`src/rtl/alu_share_arbiter.sv`:
```
// -----------------------------------------------------------------------------
// alu_share_arbiter
//   Shares one external combinational ALU between two issue ports. A request is
//   accepted in IDLE, its operands are latched and presented to the ALU for one
//   EXEC cycle, and the ALU output is registered into that requester's response
//   slot, which is then offered until the requester takes it (RESP). Only one
//   operation is in flight, so each op takes at least three cycles. The block
//   also holds the architectural NZCV register, written by set-flags ops.
//
// Ports
//   clk, reset                 clock; synchronous active-high reset
//   reqN_valid/ready           request handshake (N = 0,1); ready is combinational
//   reqN_a/b/ctrl/setf         operands, ALU op, write-flags request
//   rspN_valid/ready           response handshake
//   rspN_result/flags/err      registered result, {N,Z,C,V}, illegal-op marker
//   alu_a/alu_b/alu_ctrl       registered operands/op to the shared ALU
//   alu_result/alu_flags       combinational ALU outputs
//   flags_q                    architectural NZCV register
// -----------------------------------------------------------------------------
module alu_share_arbiter #(
    parameter int WIDTH = 32,
    parameter bit FAIR  = 1'b1
) (
    input  logic             clk,
    input  logic             reset,
    input  logic             req0_valid,
    output logic             req0_ready,
    input  logic [WIDTH-1:0] req0_a,
    input  logic [WIDTH-1:0] req0_b,
    input  logic [2:0]       req0_ctrl,
    input  logic             req0_setf,
    input  logic             req1_valid,
    output logic             req1_ready,
    input  logic [WIDTH-1:0] req1_a,
    input  logic [WIDTH-1:0] req1_b,
    input  logic [2:0]       req1_ctrl,
    input  logic             req1_setf,
    output logic             rsp0_valid,
    input  logic             rsp0_ready,
    output logic [WIDTH-1:0] rsp0_result,
    output logic [3:0]       rsp0_flags,
    output logic             rsp0_err,
    output logic             rsp1_valid,
    input  logic             rsp1_ready,
    output logic [WIDTH-1:0] rsp1_result,
    output logic [3:0]       rsp1_flags,
    output logic             rsp1_err,
    output logic [WIDTH-1:0] alu_a,
    output logic [WIDTH-1:0] alu_b,
    output logic [2:0]       alu_ctrl,
    input  logic [WIDTH-1:0] alu_result,
    input  logic [3:0]       alu_flags,
    output logic [3:0]       flags_q
);

    typedef enum logic [1:0] {S_IDLE, S_EXEC, S_RESP} state_t;

    state_t state_q, state_d;

    // Requester-indexed views of the two issue/response ports.
    logic [1:0]            req_valid, req_ready, req_setf;
    logic [1:0][WIDTH-1:0] req_a, req_b;
    logic [1:0][2:0]       req_ctrl;
    logic [1:0]            rsp_valid, rsp_ready, rsp_err_q;
    logic [1:0][WIDTH-1:0] rsp_result_q;
    logic [1:0][3:0]       rsp_flags_q;

    assign req_valid = {req1_valid, req0_valid};
    assign req_setf  = {req1_setf,  req0_setf};
    assign req_a     = {req1_a,     req0_a};
    assign req_b     = {req1_b,     req0_b};
    assign req_ctrl  = {req1_ctrl,  req0_ctrl};
    assign rsp_ready = {rsp1_ready, rsp0_ready};

    assign req0_ready  = req_ready[0];
    assign req1_ready  = req_ready[1];
    assign rsp0_valid  = rsp_valid[0];
    assign rsp1_valid  = rsp_valid[1];
    assign rsp0_result = rsp_result_q[0];
    assign rsp1_result = rsp_result_q[1];
    assign rsp0_flags  = rsp_flags_q[0];
    assign rsp1_flags  = rsp_flags_q[1];
    assign rsp0_err    = rsp_err_q[0];
    assign rsp1_err    = rsp_err_q[1];

    logic             grant_q, last_grant_q, sel;
    logic [WIDTH-1:0] a_q, b_q;
    logic [2:0]       ctrl_q;
    logic             setf_q;
    logic             accept;
    logic             illegal;

    // The ALU sees the latched operands directly, so they stay put through EXEC
    // and keep showing the last op afterwards.
    assign alu_a    = a_q;
    assign alu_b    = b_q;
    assign alu_ctrl = ctrl_q;

    // 010 and 011 are the unused op encodings.
    assign illegal = (ctrl_q[2:1] == 2'b01);

    always_comb begin
        state_d   = state_q;
        req_ready = '0;
        accept    = 1'b0;
        // Tie: round-robin away from the last served requester, or fixed
        // priority to requester 0. A single valid requester always wins.
        if (req_valid == 2'b11) sel = FAIR ? ~last_grant_q : 1'b0;
        else                    sel = req_valid[1];
        case (state_q)
            S_IDLE: begin
                // Gated by reset so no handshake is seen while reset is held.
                if (!reset && (|req_valid)) begin
                    req_ready[sel] = 1'b1;
                    accept         = 1'b1;
                    state_d        = S_EXEC;
                end
            end
            S_EXEC:  state_d = S_RESP;
            S_RESP:  if (rsp_ready[grant_q]) state_d = S_IDLE;
            default: state_d = S_IDLE;
        endcase
    end

    always_ff @(posedge clk) begin
        if (reset) begin
            state_q      <= S_IDLE;
            grant_q      <= 1'b0;
            last_grant_q <= 1'b1;
            a_q          <= '0;
            b_q          <= '0;
            ctrl_q       <= '0;
            setf_q       <= 1'b0;
            flags_q      <= '0;
        end else begin
            state_q <= state_d;
            if (accept) begin
                grant_q <= sel;
                a_q     <= req_a[sel];
                b_q     <= req_b[sel];
                ctrl_q  <= req_ctrl[sel];
                setf_q  <= req_setf[sel];
            end
            if (state_q == S_EXEC && !illegal && setf_q)
                flags_q <= alu_flags;
            if (state_q == S_RESP && rsp_ready[grant_q])
                last_grant_q <= grant_q;
        end
    end

    // Per-requester response slots: loaded at the end of EXEC for the granted
    // requester, otherwise held (including while the other side is served).
    for (genvar i = 0; i < 2; i++) begin : g_rsp
        assign rsp_valid[i] = (state_q == S_RESP) && (grant_q == 1'(i));

        always_ff @(posedge clk) begin
            if (reset) begin
                rsp_result_q[i] <= '0;
                rsp_flags_q[i]  <= '0;
                rsp_err_q[i]    <= 1'b0;
            end else if (state_q == S_EXEC && grant_q == 1'(i)) begin
                rsp_result_q[i] <= illegal ? '0 : alu_result;
                rsp_flags_q[i]  <= illegal ? 4'b0000 : alu_flags;
                rsp_err_q[i]    <= illegal;
            end
        end
    end

endmodule

```
`config.mk`:
```
export PLATFORM = sky130hd
export DESIGN_NAME = alu_share_arbiter
export DESIGN_NICKNAME = d
export VERILOG_FILES = /design/src/rtl/alu_share_arbiter.sv
export SDC_FILE = /design/constraint.sdc
export NUM_CORES = 1
export LEC_CHECK = 0
export CAP_MARGIN = 15
export CORE_MARGIN = 2
export CORE_UTILIZATION = 35
export DETAILED_ROUTE_END_ITERATION = 10
export DONT_BUFFER_PORTS = 1
export GPL_TIMING_DRIVEN = 0
export PLACE_DENSITY_LB_ADDON = 0.08
export SLEW_MARGIN = 30
export SYNTH_ARGS = -nofsm -noshare
export SYNTH_HDL_FRONTEND = slang
export SYNTH_SLANG_ARGS = --single-unit
export TNS_END_PERCENT = 20
```
`constraint.sdc`:
```
create_clock -name clk -period 4.6 [get_ports clk]
set_input_delay 1.15 -clock clk [delete_from_list [all_inputs] [get_ports clk]]
set_output_delay 1.15 -clock clk [all_outputs]
set_load 0.1 [all_outputs]
```
Word-level counts from Yosys, hierarchy flattened
Index checks and enable logic that the tools add are counted.

Bits of input ports: 178. Register bits after elaboration: 150. Word-level logic and storage cells: 61. Output and inout bits: 149.

Bitwise operators: 2. Reductions and logical operators: 14. Mux-type cells: 22. Order comparisons: 3. Eq/ne operators: 6.

Operators with widths (number): $mux 32 (5); $logic_and 1x1->1 (9); $mux 1 (8); $mux 2 (4); $mux 3 (2); $pmux 2 s3 (1); $eq 2x1->1 const B (2); $eq 2x2->1 const B (2); $lt 1x2->1 const B (2); $mux 4 (1); $ne 2x2->1 const B (2); $logic_not 1->1 (2); $logic_not 2->1 (1); $not 1->1 (2); $reduce_and 2->1 (1); $reduce_or 2->1 (1); $demux 1 s1 (1); $ge 1x1->1 const B (1).

Logic depth before layout (Yosys ltp)
Depth after elaboration: 8. Depth in mapped cells: 7. Depth with buffers taken out: 4.

Worst setup path before layout
OpenSTA, ideal clock, no wires.

Path kind: input -> output. Start point: input reset. End point: output req0_ready. Slack: 0.428 ns. Arrival time: 3.022 ns. Path buffers: 1. Stages: 4. Data required time: 3.450 ns. Cell sequence: buf_4 -> nor3_4 -> nand2_4 -> nor2_1.

Longest elaborated chain between the ends: 4.

Ends and longest elaborated chain: start: declaration (RTL line 25) `input logic reset,`; $logic_not 1->1 (RTL line 113) `if (!reset && (|req_valid)) begin`; $logic_and 1x1->1 (RTL line 113); $mux 2 (RTL line 113); $mux 2 (RTL line 110) `case (state_q)`; end: declaration (RTL line 27) `output logic req0_ready,`.

Every way passes these cells.

Worst setup path in the final report
Start point: input reset. End point: output req1_ready.

Longest elaborated chain between the ends: 4.

Ends and longest elaborated chain: $logic_not 1->1 (RTL line 113); $logic_and 1x1->1 (RTL line 113); $mux 2 (RTL line 113); $mux 2 (RTL line 110); end: declaration (RTL line 33) `output logic req1_ready,`.

Every way passes these cells.

==> run metrics <==
Clk Latency, worst-skew pair=0.42 ns; Post-synth EDFFs=0; Mapped Cells=765; DIE WIDTH=138.1 µm; final hold violation count=0; crit end category=output port; Final Wtd Congestion=0.8417; row count=49; # setup viols final=0; GRT Overall Usage=21.57%; Warnings, synthesis=0; setup ws final=0.5893 ns; Worst Tran Pin Value=1.028 ns; Leakage=2.487 nW; largest net degree at the start of global routing=17; Top FF cell, synth=dfxtp_1; post-CTS setup repair buffer count=0; core footprint=0.01778 mm²; period utilization=87.19%; max-cap violations=0; final wirelength=21,390 µm; Clock Sinks=150; Async S/R FF share, synth=0%; global-route wire length before repair=32,490 µm; Root Buffer=clkbuf_16; fin nets=962; post-cts resize count=0; Routed wire per std cell=20.85 µm; HP Class=flop to flop; DRC=0; Final Power=3.762 mW; Yosys cell types=34; status=completed; most frequent cells after synthesis=212 x nand2_1, 150 x a21oi_1, 150 x dfxtp_1, 77 x nand3_1, 62 x a311oi_1; antenna violations before repair=1; CP arrival=2.86 ns; CP max FO=10; power density cells=527.3 mW/mm²; clock tree buffer depth=2; CTS Hold Bufs=0; register area share after synthesis=47.72%; worst rel slew slack=31.35%; Reg2Reg Setup Slack=2.51 ns; register bit total from synthesis=150; Fmax=0.2493 GHz; TritonRoute pass-1 iters=5; leading cell types by total area after synthesis=dfxtp_1 48%, nand2_1 13%, a21oi_1 12%, a311oi_1 8.6%, nand3_1 6.1%; hold slack=0.5543 ns; Final TNS setup=0 ns; vias in the first global route=5,628; Slew Limit Fails=0; total I/O pin count=327; top-count cell post-synth=nand2_1; CTS tree=built; Tmin final=4.011 ns; dpl hpwl=16,300 µm; Initial Utilization=35.39%; H-tree Lvls=4; Post-Syn Area=0.006292 mm²; CTS buffer count=17; Max IR drop VDD=0.2716 mV; clock slew at reported path FFs=0.06 ns; Die Span Y=138.1 µm; share of the synthesized area in the top cell type=47.72%; die area=0.01907 mm²; Post-Layout Cell Count=1,026; startpoint types=primary input; post-route ant nets=0; Synth area leader=dfxtp_1; share of layout cells above drive strength 1=12.56%; unrepaired setup endpoints after global routing=no; Area growth syn-to-layout=13.36%; Mean Syn Cell Area=8.225 µm²; Buffers & Inverters on Critical Path=3; DRT iter0 DRCs=236; largest stage delay on the critical path=0.67 ns; Synth Net Count=943; CP Cell Sequence=buf_4 -> nor3_4 -> buf_6 -> nand3_1 -> inv_1; port buffer count=0; vias after detailed routing=5,731; gr ovfl total=0; worst path required time=3.45 ns; WS Path Type=primary input to output port; Crit-path slowest cell=inv_1; Via-to-Cell Ratio=5.586; Setup WS pre-CTS=0.5428 ns; Crit path max-delay family=buffers and inverters; placed insts=994; Setup Skew=0.008895 ns
-- sequential cells by signal, summed over array words and instances (netlist names), 2 cells and up --
name and cells:
rsp1_flags 4, flags_q 4, alu_b 32, state_q 2, alu_ctrl 3, alu_a 32, rsp1_result 32, rsp0_flags 4
rsp0_result 32
-- worst min-delay path: stages (launching register included) --
cell and delay [ns]:
dfxtp_1 0.33, a21oi_1 0.12, a311oi_1 0.06
-- stage by stage --
step / area (µm²) / util, %
2_1_floorplan: 6292 / -
3_3_place_gp: 6579 / 37.00
3_5_place_dp: 6600 / 37.12
4_1_cts: 7127 / 40.08
5_1_grt: 7133 / 40.12
6_report: 7133 / 40.12
-- cell usage in the layout (no fill, tap or decap), types with 2 or more instances in the layout --
cell type     n
inv_6         2
buf_2        26
clkbuf_8      6
dfxtp_1     142
o21ai_0       4
nand3b_1      3
a311oi_2      6
nand2_1     212
buf_4         4
clkbuf_16    17
buf_8         2
a21oi_1     150
buf_1         4
clkinv_4      3
dfxtp_2       8
clkbuf_1     30
nand3_1      77
a21bo_2       2
a311oi_1     62
nor2b_1       2
buf_6        10
clkinvlp_4    3
clkinv_2      2
-- logic make-up after synthesis --
kind of cell / after synthesis / synth area share, %
compound gates: 226 / 22.93
buf+inv: 81 / 8.053
flops: 150 / 47.72
simple gates: 307 / 21.14
mux: 1 / 0.1591
-- power by group --
| group | switching (mW) | internal, mW | leakage [nW] |
|---|---|---|---|
| clock | 0.576 | 0.705 | 0.250 |
| combinational | 0.269 | 0.156 | 1.01 |
| sequential | 0.669 | 1.39 | 1.23 |
| total | 1.51 | 2.25 | 2.49 |
-- area by class of cell --
| type | count | area, µm² |
|---|---|---|
| Fill cell | 1832 | 10650 |
| Sequential cell | 150 | 3013 |
| Multi-Input combinational cell | 534 | 2798 |
| Buffer | 79 | 496.7 |
| Clock buffer | 21 | 450.4 |
| Tap cell | 229 | 286.5 |
| Clock inverter | 10 | 76.32 |
| Inverter | 2 | 10.01 |
| Antenna cell | 1 | 2.502 |
-- routing by layer --
metal | wire (µm) | global-route usage [%] | part of all wire, % | up-vias
met4 | 399 | 8.056 | 1.9 | 0
met2 | 10600 | 37.44 | 50 | 251
met3 | 2267 | 9.906 | 11 | 28
met1 | 8124 | 22.99 | 38 | 2708
li1 | - | - | - | 2744
met5 | 0 | 0 | 0 | -
-- worst paths after layout --
path	start	to	cells after the start
worst min register to register	setf_q$_SDFFE_PP0P_	setf_q$_SDFFE_PP0P_	2
worst max-delay path	reset	req1_ready	5
worst max register to register	alu_ctrl[2]$_SDFFE_PP0P_	rsp1_result[29]$_SDFFE_PP0P_	5
worst min-delay path	setf_q$_SDFFE_PP0P_	setf_q$_SDFFE_PP0P_	2
No activity file was read; power rests on OpenSTA's default activity.
